`src/rtl/deser_pkg.sv`:
```
// Shared helpers for multilane_deserializer: beat/counter sizing and FIFO entry metadata.
// Optional macro DESER_PARITY_EN adds a parity-error bit to every FIFO entry.
package deser_pkg;

    function automatic int beats(input int data_width, input int lanes);
        return (lanes > 0) ? data_width / lanes : 1;
    endfunction

    function automatic int cnt_width(input int num_beats);
        return (num_beats <= 1) ? 1 : $clog2(num_beats);
    endfunction

    function automatic bit width_ok(input int data_width, input int lanes);
        return (lanes > 0) && (data_width >= lanes) && ((data_width % lanes) == 0);
    endfunction

    function automatic bit depth_ok(input int depth);
        return (depth >= 2) && ((depth & (depth - 1)) == 0);
    endfunction

`ifdef DESER_PARITY_EN
    typedef struct packed {
        logic par_err;
    } entry_meta_t;
`endif

endpackage

```
`src/rtl/deser_fifo.sv`:
```
// Synchronous first-word-fall-through FIFO; the head entry is visible whenever o_empty is low.
// Generic over entry type; used by multilane_deserializer (any DESER_PARITY_EN setting).
module deser_fifo #(
    parameter type T     = logic [7:0],
    parameter int  DEPTH = 2
) (
    input  logic                     i_clk,
    input  logic                     i_rst,
    input  logic                     i_push,
    input  T                         i_entry,
    input  logic                     i_pop,
    output T                         o_entry,
    output logic                     o_full,
    output logic                     o_empty,
    output logic [$clog2(DEPTH):0]   o_level
);
    localparam int AW = $clog2(DEPTH);

    T               mem_q [DEPTH];
    logic [AW-1:0]  wr_q, rd_q;
    logic [AW:0]    cnt_q, cnt_d;
    logic           do_push, do_pop;

    assign o_empty = (cnt_q == '0);
    assign o_full  = (cnt_q == (AW+1)'(DEPTH));
    assign o_level = cnt_q;
    assign o_entry = mem_q[rd_q];

    // A push into a full FIFO is only legal when the head leaves in the same cycle.
    assign do_pop  = i_pop && !o_empty;
    assign do_push = i_push && (!o_full || do_pop);

    always_comb begin
        cnt_d = cnt_q;
        case ({do_push, do_pop})
            2'b10:   cnt_d = cnt_q + 1'b1;
            2'b01:   cnt_d = cnt_q - 1'b1;
            default: cnt_d = cnt_q;
        endcase
    end

    always_ff @(posedge i_clk) begin
        if (i_rst) begin
            wr_q  <= '0;
            rd_q  <= '0;
            cnt_q <= '0;
        end else begin
            if (do_push) wr_q <= wr_q + 1'b1;
            if (do_pop)  rd_q <= rd_q + 1'b1;
            cnt_q <= cnt_d;
        end
    end

    // Storage needs no reset: nothing is visible until the count says so.
    always_ff @(posedge i_clk) begin
        if (do_push) mem_q[wr_q] <= i_entry;
    end

endmodule

```
`src/rtl/multilane_deserializer.sv`:
```
// Gathers LANES-bit beats into DATA_WIDTH-bit words and queues them in an FWFT FIFO.
// Optional macro DESER_PARITY_EN adds i_parity / o_par_err.
module multilane_deserializer
    import deser_pkg::*;
#(
    parameter int DATA_WIDTH = 8,
    parameter int LANES      = 1,
    parameter bit MSB_FIRST  = 1'b0,
    parameter int FIFO_DEPTH = 2
) (
    input  logic                          i_clk,
    input  logic                          i_rst,
    input  logic                          i_wen,
    input  logic [LANES-1:0]              i_data,
    input  logic                          i_sof,
    output logic [DATA_WIDTH-1:0]         o_data,
    output logic                          o_valid,
    input  logic                          i_ready,
    output logic                          o_overrun,
    output logic                          o_align_err,
`ifdef DESER_PARITY_EN
    input  logic                          i_parity,
    output logic                          o_par_err,
`endif
    output logic [$clog2(FIFO_DEPTH):0]   o_level
);
    localparam int BEATS = beats(DATA_WIDTH, LANES);
    localparam int CW    = cnt_width(BEATS);
    localparam logic [CW-1:0] LAST_BEAT = CW'(BEATS - 1);

    if (!width_ok(DATA_WIDTH, LANES)) begin : g_bad_width
        $error("DATA_WIDTH must be a non-zero multiple of LANES");
    end
    if (!depth_ok(FIFO_DEPTH)) begin : g_bad_depth
        $error("FIFO_DEPTH must be a power of two and at least 2");
    end

    typedef struct packed {
        logic [DATA_WIDTH-1:0] word;
`ifdef DESER_PARITY_EN
        entry_meta_t           meta;
`endif
    } entry_t;

    logic [CW-1:0]          cnt_q, cnt_d;
    logic [DATA_WIDTH-1:0]  asm_q, asm_d;
    logic                   overrun_q, overrun_d;
    logic                   align_q, align_d;
    logic [CW-1:0]          beat_idx;
    logic                   last_beat;
    logic                   push_req;
    logic                   fifo_full, fifo_empty, fifo_pop;
    entry_t                 entry_in, entry_out;

    // A start-of-word beat restarts assembly at beat 0 regardless of the counter.
    always_comb begin
        beat_idx  = i_sof ? '0 : cnt_q;
        last_beat = (beat_idx == LAST_BEAT);
        asm_d     = asm_q;
        cnt_d     = cnt_q;
        if (i_wen) begin
            for (int b = 0; b < BEATS; b++) begin
                if (beat_idx == CW'(b)) begin
                    if (MSB_FIRST) asm_d[DATA_WIDTH-LANES-b*LANES +: LANES] = i_data;
                    else           asm_d[b*LANES +: LANES]                  = i_data;
                end
            end
            cnt_d = last_beat ? '0 : beat_idx + 1'b1;
        end
    end

    always_comb begin
        push_req   = i_wen && last_beat;
        overrun_d  = push_req && fifo_full && !fifo_pop;
        align_d    = i_wen && i_sof && (cnt_q != '0);
        entry_in   = '0;
        entry_in.word = asm_d;
`ifdef DESER_PARITY_EN
        entry_in.meta.par_err = (^asm_d) ^ i_parity;
`endif
    end

    always_ff @(posedge i_clk) begin
        if (i_rst) begin
            cnt_q     <= '0;
            asm_q     <= '0;
            overrun_q <= 1'b0;
            align_q   <= 1'b0;
        end else begin
            cnt_q     <= cnt_d;
            asm_q     <= asm_d;
            overrun_q <= overrun_d;
            align_q   <= align_d;
        end
    end

    assign fifo_pop = !fifo_empty && i_ready;

    deser_fifo #(
        .T     (entry_t),
        .DEPTH (FIFO_DEPTH)
    ) u_fifo (
        .i_clk   (i_clk),
        .i_rst   (i_rst),
        .i_push  (push_req),
        .i_entry (entry_in),
        .i_pop   (fifo_pop),
        .o_entry (entry_out),
        .o_full  (fifo_full),
        .o_empty (fifo_empty),
        .o_level (o_level)
    );

    assign o_data      = entry_out.word;
    assign o_valid     = !fifo_empty;
    assign o_overrun   = overrun_q;
    assign o_align_err = align_q;
`ifdef DESER_PARITY_EN
    assign o_par_err   = entry_out.meta.par_err;
`endif

endmodule

```
`config.mk`:
```
export PLATFORM = sky130hd
export DESIGN_NAME = multilane_deserializer
export DESIGN_NICKNAME = d
export VERILOG_FILES = /design/src/rtl/deser_pkg.sv /design/src/rtl/deser_fifo.sv /design/src/rtl/multilane_deserializer.sv
export SDC_FILE = /design/constraint.sdc
export NUM_CORES = 1
export LEC_CHECK = 0
export BUFFER_PORTS_ARGS = -buffer_cell sky130_fd_sc_hd__buf_4
export CORE_MARGIN = 5
export CORE_UTILIZATION = 31
export DETAILED_ROUTE_END_ITERATION = 10
export GPL_TIMING_DRIVEN = 0
export PLACE_DENSITY = 0.46
export SKIP_CTS_REPAIR_TIMING = 1
export SYNTH_ARGS = -nofsm -noshare
export SYNTH_HDL_FRONTEND = slang
export SYNTH_SLANG_ARGS = --single-unit
```
`constraint.sdc`:
```
create_clock -name i_clk -period 2.1 [get_ports i_clk]
set_input_delay 0.315 -clock i_clk [delete_from_list [all_inputs] [get_ports i_clk]]
set_output_delay 0.315 -clock i_clk [all_outputs]
set_load 0.02 [all_outputs]
```
==> results.ini, run 1 <==
[min_path]
hold_path_class=primary input to flip-flop
whs_path_depth=2
hold_end=asm_q[5]
hold_start=i_rst

[sta]
finalSetupTns_ns=0
grt_setup_unrepaired=no
skew_ns=0.00225
max_freq_ghz=0.516
fin_crit_sh=0.923
tightestPinTransition_ns=0.600
setup_viol=0
worst_slack_ns=0.162
max_slew_margin=0.599
finalHoldViolCount=0
slew_violations=0
finalCriticalPeriod_ns=1.94

[power_and_ir_drop]
clkPwrFrac=0.374
ir_worst_vdd_mv=0.374
powerDensity_mw_per_mm2=662
power_switching_uw=255
power_frac_comb=0.045
p_seq_frac=0.580
power_leakage_uw=0.000740
sw_frac_of_total=0.212
p_int_uw=947

[cells_and_area]
drive_gt1_frac=0.345
nNetsFinal=156
antennaDiodeCount=0
stdcell_count=199
area_delta_synth_final_pct=21.6

[cts]
path_clk_slew_ns=0.06
cts_tree=yes
cts_htree_levels=2
cts-root-buf=clkbuf_8
numCtsBuffers=5
clock_sinks=34
clock_path_buffers=2
clk_latency_ns=0.28

[detailed_routing]
vias=931
initialDrtViolationCount=15
dr.pass1.iters=4
drt_wl_total_mm=2.73
drtAntennaViolNets=0
drc=0
via_per_inst=4.68
wl_per_cell_um=13.7

[setup_path]
crit_buf_inv=1
cpMostUsedCell=ha_1
rrSetupSlack_ns=0.16
cp.arrival_ns=1.92
ff2ff_path_depth=6
r2r-end=u_fifo.mem_q[0][2]
start_kind=flip-flop
path_cells=nor2b_2 -> ha_1 -> ha_1 -> nand2_2 -> or3_1 -> inv_2
cpMaxStageDelayCell=or3_1
r2r-start=cnt_q[0]
cp-end-kind=flip-flop
cp_max_fo=8
criticalPathCategory=flip-flop to flip-flop
worstPathRequired_ns=2.08
cpPeakStageDelay_ns=0.37
crit_start=cnt_q[0]
cpLargestDelayFamily=simple AND/OR/NAND/NOR gates

[grt]
grt_max_degree=11
grt_overflow_total=0
antenna_found_initial=0
grt_pass1_vias=915
grt_usage=0.0967
grt_pass1_wl_mm=4.57

[placement]
dp_hpwl_mm=1.97
numPortBuffers=18
dp_cells=190
gp_congestion=0.722
dp_slack_ns=-0.220

[synthesis]
ys_seq_area_frac=0.564
synth-seq-cells=34
synthCells=118
synth-simple-area-share=0.162
synth_area_per_cell_um2=12.6
synthMuxAreaShare=0.157
synthAdderAreaFrac=0.0503
yosysWarningCount=0
synth_cell_types=28
synth_xor_area_frac=0.00587
synth_top_family_by_area=simple AND/OR/NAND/NOR gates
synth-compound-area-share=0.0336
syn_area_mm2=0.00149
syn-num-nets=130

[floorplanning]
die_w_um=79.4
coreArea_mm2=0.00469
die_y_um=79.4
ioPinCount=19
die_area_mm2=0.00630
start_util=0.318
row_count=25

[run_status]
status=finished, final reports clean

[job]
drv_cap=0

[stage by stage]
step           hold slack (ns)  area, um^2  total power [uW]  utilization
3_5_place_dp             0.470        1700               766        0.362
2_1_floorplan            0.379        1500               742            -
4_1_cts                  0.257        1780              1220        0.379
5_1_grt                  0.260        1810              1260        0.387
3_3_place_gp             0.457        1700               764        0.362
6_report                 0.264        1810              1200        0.387
[layer usage]
| layer | GRT usage | up-vias | share of wire |
|---|---|---|---|
| li1 | - | 466 | - |
| met1 | 0.126 | 442 | 0.46 |
| met2 | 0.145 | 16 | 0.49 |
| met3 | 0.0340 | 7 | 0.038 |
| met4 | 0.0412 | 0 | 0.015 |
| met5 | 0 | - | 0 |
[final cells by class]
cell class	instances	area, um^2
Buffer	3	18.8
Timing Repair Buffer	19	155
Tap cell	54	67.6
Inverter	6	22.5
Fill cell	462	2880
Clock inverter	2	8.76
Multi-Input combinational cell	75	628
Clock buffer	6	72.6
Sequential cell	34	841
[cells in the final DEF (no fill, tap or decap), types with 2 or more instances in the layout]
cell type / netlist / final
dfxtp_1: 18 / 18
buf_4: 0 / 18
edfxtp_1: 16 / 16
mux2_2: 15 / 15
nor2_1: 8 / 8
nor2b_1: 9 / 7
ha_1: 6 / 6
inv_1: 6 / 5
mux2i_1: 5 / 5
clkbuf_8: 0 / 5
nand2b_1: 4 / 4
nand3_1: 3 / 3
clkbuf_1: 2 / 3
o21ai_0: 3 / 3
nor2b_2: 0 / 2
nand2_1: 3 / 2
nand4b_1: 2 / 2
nor3b_1: 3 / 2
a21oi_1: 2 / 2
a211oi_1: 2 / 2
[power by group through the flow]
stage	Sequential, uW	Combinational, uW	Clock (uW)
final	697	54.6	450
after global placement	711	52.6	0
after detailed placement	712	54.0	0
after CTS	697	54.4	472
after global routing	697	60.6	500
after floorplan	712	30.4	0
[cells in the mapped netlist]
cell	instances	area share
inv_1	6	0.015
nor3_1	1	0.0034
clkbuf_1	2	0.0050
nand2b_2	1	0.0059
nand4b_2	1	0.010
edfxtp_1	16	0.32
mux2i_1	5	0.034
nor4b_1	1	0.0059
xor2_1	1	0.0059
nor2_1	8	0.020
nor2b_1	9	0.038
or3_1	1	0.0042
nand2b_1	4	0.017
dfxtp_1	18	0.24
and3_1	1	0.0042
nand3_1	3	0.010
mux2_4	1	0.010
ha_1	6	0.050
mux2_2	15	0.11
o311a_1	1	0.0067
nand2_1	3	0.0075
buf_6	1	0.0075
o21ai_0	3	0.010
a211oi_1	2	0.010
nor3b_1	3	0.015
nor2b_4	1	0.0092
nand4b_1	2	0.012
a21oi_1	2	0.0067
[worst max path at each step]
stage               depth (start not counted)                 end  slack, ns
floorplan                                   6  u_fifo.mem_q[0][0]       0.22
global route                                6  u_fifo.mem_q[0][0]       0.03
finish                                      6  u_fifo.mem_q[0][2]       0.16
global placement                            6  u_fifo.mem_q[1][1]      -0.16
CTS                                         5  u_fifo.mem_q[1][2]      -0.16
detailed placement                          6  u_fifo.mem_q[1][0]      -0.22
[sequential cells by signal, indices dropped and copies added (netlist names), named ones only]
register	flops
cnt_q	3
u_fifo.rd_q	1
u_fifo.mem_q	16
asm_q	8
u_fifo.wr_q	1
u_fifo.o_level	2
o_overrun	1
o_align_err	1
[cells by family (layout without fill, tap and decap cells)]
kind of cell / count (synthesis) / in the layout
buf+inv: 9 / 36
compound gates: 8 / 8
xor+xnor: 1 / 1
mux: 21 / 21
simple gates: 39 / 39
fa+ha+maj: 6 / 6
flops: 34 / 34
No activity file was read; power rests on OpenSTA's default activity.
==> run 2, diff against run 1 <==
--- a/config.mk
+++ b/config.mk
@@ -9,7 +9,7 @@
 export CORE_MARGIN = 5
 export CORE_UTILIZATION = 31
 export DETAILED_ROUTE_END_ITERATION = 10
-export GPL_TIMING_DRIVEN = 0
+export HOLD_SLACK_MARGIN = 0.12
 export PLACE_DENSITY = 0.46
 export SKIP_CTS_REPAIR_TIMING = 1
 export SYNTH_ARGS = -nofsm -noshare
==> run 2 against run 1 <==
Effect of this change: hold slack improved by 0.067 ns; non-clock buffer count shrank 1; sequential power about the same; total power fell by 0.34%; critical path type unchanged; critical endpoint is now u_fifo.mem_q[0][4]; largest cell class unchanged.
==> results.ini, run 2 (synthesis results as in run 1) <==
[setup_path]
criticalPathCategory=flip-flop to flip-flop
cp.arrival_ns=1.81  ; -0.11 ns
cp-end-kind=flip-flop
crit_start=cnt_q[1]
worstPathRequired_ns=2.08  ; about the same
r2r-start=cnt_q[1]
ff2ff_path_depth=6  ; unchanged
start_kind=flip-flop
cp_max_fo=8  ; unchanged

[job]
drv_cap=0  ; unchanged

[floorplanning]
die_area_mm2=0.00630  ; unchanged
die_y_um=79.4  ; unchanged
die_w_um=79.4  ; unchanged
coreArea_mm2=0.00469  ; unchanged
start_util=0.318  ; unchanged
ioPinCount=19  ; unchanged
row_count=25  ; unchanged

[min_path]
hold_path_class=primary input to flip-flop
whs_path_depth=2  ; unchanged
hold_start=i_sof

[grt]
grt_max_degree=19  ; +8
grt_usage=0.0893  ; -0.00740
antenna_found_initial=0  ; unchanged
grt_pass1_vias=883  ; -3.5%
grt_overflow_total=0  ; unchanged
grt_pass1_wl_mm=4.20  ; -8.1%

[cts]
cts_htree_levels=2  ; unchanged
cts_tree=yes
clk_latency_ns=0.28  ; about the same
clock_sinks=34  ; unchanged
cts-root-buf=clkbuf_8
numCtsBuffers=5  ; unchanged
clock_path_buffers=2  ; unchanged
path_clk_slew_ns=0.06  ; about the same

[cells_and_area]
most-common-layout-cells=buf_4, dfxtp_1, edfxtp_1
largestRegisters=u_fifo.mem_q (16), asm_q (8), cnt_q (3)
stdcell_count=198  ; -0.50%
nNetsFinal=155  ; -0.64%
fill_cells=461  ; -0.22%
layout_commonest_cell=buf_4
antennaDiodeCount=0  ; unchanged
drive_gt1_frac=0.333  ; -0.0115
largest_reg_flops=16  ; unchanged
area_delta_synth_final_pct=19.6
regMostFlops=u_fifo.mem_q

[sta]
holdWs_ns=0.332  ; +0.0672 ns
tightestPinTransition_ns=0.427  ; -0.173 ns
setup_viol=0  ; unchanged
finalHoldViolCount=0  ; unchanged
max_freq_ghz=0.546  ; +5.8%
finalSetupTns_ns=0  ; unchanged
skew_ns=0.00490  ; +0.00264 ns
worst_slack_ns=0.268  ; +0.106 ns
finalCriticalPeriod_ns=1.83  ; -0.106 ns
grt_setup_unrepaired=no
max_slew_margin=0.715  ; +0.116
slew_violations=0  ; unchanged
fin_crit_sh=0.872  ; -0.0503

[detailed_routing]
drt_wl_total_mm=2.54  ; -6.8%
via_per_inst=4.55  ; -2.7%
drtAntennaViolNets=0  ; unchanged
dr.pass1.iters=4  ; unchanged
wl_per_cell_um=12.8  ; -6.3%
drc=0  ; unchanged
vias=901  ; -3.2%
initialDrtViolationCount=52  ; +37

[placement]
gp_congestion=0.714  ; -1.1%
numPortBuffers=18  ; unchanged
dp_hpwl_mm=1.85  ; -6.4%
dp_slack_ns=0.0629  ; +0.283 ns
dp_cells=190  ; unchanged

[power_and_ir_drop]
ir_worst_vdd_mv=0.218  ; -42%
powerDensity_mw_per_mm2=671  ; +1.3%
power_leakage_uw=0.000736  ; -0.44%

[run_status]
status=finished, final reports clean

run 2: changes by cell type in the layout (fill, tap and decap cells not counted), moves of 2 or more:
cell / delta
buf_4: +3
clkbuf_1: -2
nor2b_1: +2
nor2b_2: -2
run 2: metrics by stage:
step	utilization	power [uW]	area, um^2
after detailed placement	0.363	764	1700
after floorplan	-	742	1500
after global routing	0.380	1270	1780
final	0.380	1200	1780
after global placement	0.363	763	1700
after CTS	0.380	1220	1780
run 2: layout make-up:
| class | instances | area (um^2) | area share |
|---|---|---|---|
| Timing Repair Buffer | 21 | 158 | 0.0884 |
| Clock buffer | 6 | 72.6 | 0.0407 |
| Sequential cell | 34 | 841 | 0.471 |
| Multi-Input combinational cell | 75 | 614 | 0.344 |
| Clock inverter | 2 | 8.76 | 0.00491 |
| Inverter | 6 | 22.5 | 0.0126 |
| Tap cell | 54 | 67.6 | 0.0379 |
run 2: worst paths after layout:
check                           slack [ns]                 end
worst min register to register        0.48            asm_q[2]
worst max-delay path                  0.27  u_fifo.mem_q[0][4]
worst min-delay path                  0.33         o_align_err
worst max register to register        0.27  u_fifo.mem_q[0][4]
run 2: power by group:
part           internal, uW  switching (uW)
Clock                   228             221
Sequential              694            3.11
Combinational          23.4            28.4
run 2: critical path: stages (launching register included):
cell     delay [ns]
dfxtp_1        0.34
nor2b_1        0.23
ha_1           0.21
ha_1           0.16
nand2_1        0.06
or3_1          0.35
inv_2          0.17
run 2: per-layer routing:
layer	routed length [um]	GRT usage
met5	0	0
met2	1140	0.136
met1	1270	0.112
met4	19	0.0361
met3	111	0.0351
==> run 3, diff against run 2 <==
--- a/config.mk
+++ b/config.mk
@@ -7,10 +7,10 @@
 export LEC_CHECK = 0
 export BUFFER_PORTS_ARGS = -buffer_cell sky130_fd_sc_hd__buf_4
 export CORE_MARGIN = 5
-export CORE_UTILIZATION = 31
+export CORE_UTILIZATION = 40
 export DETAILED_ROUTE_END_ITERATION = 10
 export HOLD_SLACK_MARGIN = 0.12
-export PLACE_DENSITY = 0.46
+export PLACE_DENSITY = 0.57
 export SKIP_CTS_REPAIR_TIMING = 1
 export SYNTH_ARGS = -nofsm -noshare
 export SYNTH_HDL_FRONTEND = slang
==> run 3 against run 2 <==
Effect of this change: critical path depth unchanged; clock skew increased by 0.00061 ns; critical path type unchanged; largest power group unchanged; clock power decreased by 3%.
==> results.ini, run 3 (synthesis results as in run 1) <==
[setup_path]
cp-end-kind=flip-flop
cpPeakStageDelay_ns=0.36  ; about the same
rrSetupSlack_ns=0.26  ; about the same
cp.arrival_ns=1.82  ; about the same
cp_max_fo=8  ; unchanged
worstPathRequired_ns=2.07  ; about the same
start_kind=flip-flop
cpMostUsedCell=ha_1
path_cells=nor2b_1 -> ha_1 -> ha_1 -> nand2_1 -> or3_1 -> inv_2
cpMaxStageDelayCell=dfxtp_1
criticalPathCategory=flip-flop to flip-flop

[sta]
setup_viol=0  ; unchanged
slew_violations=0  ; unchanged
grt_setup_unrepaired=no
max_slew_margin=0.719  ; +0.00394
fin_crit_sh=0.878  ; +0.00587
tightestPinTransition_ns=0.421  ; -0.00589 ns
finalHoldViolCount=0  ; unchanged
skew_ns=0.00551  ; +0.000608 ns
finalSetupTns_ns=0  ; unchanged
finalCriticalPeriod_ns=1.84  ; +0.0123 ns
max_freq_ghz=0.542  ; -0.67%
worst_slack_ns=0.255  ; -0.0123 ns

[cts]
clk_latency_ns=0.27  ; about the same
cts_tree=yes
clock_path_buffers=2  ; unchanged
numCtsBuffers=5  ; unchanged
cts_htree_levels=2  ; unchanged
cts-root-buf=clkbuf_8
clock_sinks=34  ; unchanged
path_clk_slew_ns=0.06  ; about the same

[detailed_routing]
drt_wl_total_mm=2.33  ; -8.2%
dr.pass1.iters=4  ; unchanged
wl_met3_um=103  ; -7.2%
drtAntennaViolNets=0  ; unchanged
routed.top_layer=met4
via_per_inst=4.73  ; +4.0%
met1_length_mm=1.13  ; -11%
wl_met2_mm=1.07  ; -6.1%
vias=904  ; +0.33%
initialDrtViolationCount=50  ; -3.8%
wl_per_cell_um=12.2  ; -4.9%
drc=0  ; unchanged

[cells_and_area]
final_cell_area_mm2=0.00177  ; -0.77%
layout_commonest_cell=buf_4
multi_input_area_um2=614  ; unchanged
fill_cells=354  ; -23%
antennaDiodeCount=0  ; unchanged
regMostFlops=u_fifo.mem_q
area_delta_synth_final_pct=18.7
most-common-layout-cells=buf_4, dfxtp_1, edfxtp_1
ff_latch_area_um2=841  ; unchanged
drive_gt1_frac=0.336  ; +0.00233
largestRegisters=u_fifo.mem_q (16), asm_q (8), cnt_q (3)
largest_reg_flops=16  ; unchanged
nNetsFinal=154  ; -0.65%

[power_and_ir_drop]
powerDensity_mw_per_mm2=669  ; -0.31%
ir_worst_vdd_mv=0.465  ; +110%
finalPower_uw=1180  ; -1.1%
power_leakage_uw=0.000734  ; -0.40%

[placement]
place_area_mm2=0.00169  ; -0.88%
dp_hpwl_mm=1.71  ; -7.5%
numPortBuffers=18  ; unchanged
dp_slack_ns=0.0746  ; +0.0117 ns
gp_congestion=0.682  ; -4.4%

[floorplanning]
die_w_um=71.1  ; -10%
ioPinCount=19  ; unchanged
coreArea_mm2=0.00363  ; -23%
die_y_um=71.1  ; -10%
row_count=22  ; -12%
die_area_mm2=0.00505  ; -20%
start_util=0.410  ; +0.0926

[grt]
antenna_found_initial=0  ; unchanged
grt_usage=0.103  ; +0.0140
grt_pass1_wl_mm=3.95  ; -5.9%
grt_max_degree=19  ; unchanged
grt_pass1_vias=902  ; +2.2%
grt_overflow_total=0  ; unchanged

[run_status]
status=finished, final reports clean

[min_path]
hold_path_class=primary input to flip-flop

[job]
drv_cap=0  ; unchanged

==> run 3: per-stage QoR <==
stage | hold slack (ns) | utilization | std cells
floorplan | 0.379 | - | 118
finish | 0.346 | 0.487 | 191
detailed placement | 0.472 | 0.465 | 183
global placement | 0.460 | 0.465 | 183
global route | 0.336 | 0.487 | 191
CTS | 0.338 | 0.487 | 191
==> run 3: critical path, delay by kind of cell, from the launching register on <==
kind	cells	cell delay, ns
flip-flops	1	0.36
adder cells (fa/ha/maj)	2	0.37
AND/OR/NAND/NOR	3	0.66
buffers and inverters	1	0.17
==> run 3: final timing paths <==
kind,end,startpoint,depth (start not counted)
worst max-delay path,u_fifo.mem_q[0][6],cnt_q[0],6
worst min-delay path,o_align_err,i_sof,2
worst max register to register,u_fifo.mem_q[0][6],cnt_q[0],6
worst min register to register,asm_q[1],asm_q[1],2
==> run 3: power breakdown <==
part / switching, uW / total, uW / leakage, uW / internal (uW)
logic: 28.0 / 50.3 / 0.000390 / 22.4
clock network: 208 / 437 / 0.0000450 / 229
registers: 2.89 / 697 / 0.000299 / 694
==> run 3: layout make-up <==
class | instances | share of cell area
flip-flops and latches | 34 | 0.475
multi-input cells | 75 | 0.347
repair buffers | 20 | 0.0848
clock buffers | 6 | 0.0410
well taps | 48 | 0.0339
inverters | 6 | 0.0127
clock inverters | 2 | 0.00565
==> run 3: layer usage <==
layer	global-route usage	vias to the layer above
li1	-	465
met2	0.160	17
met4	0.0564	0
met1	0.118	420
met5	0	-
met3	0.0483	2
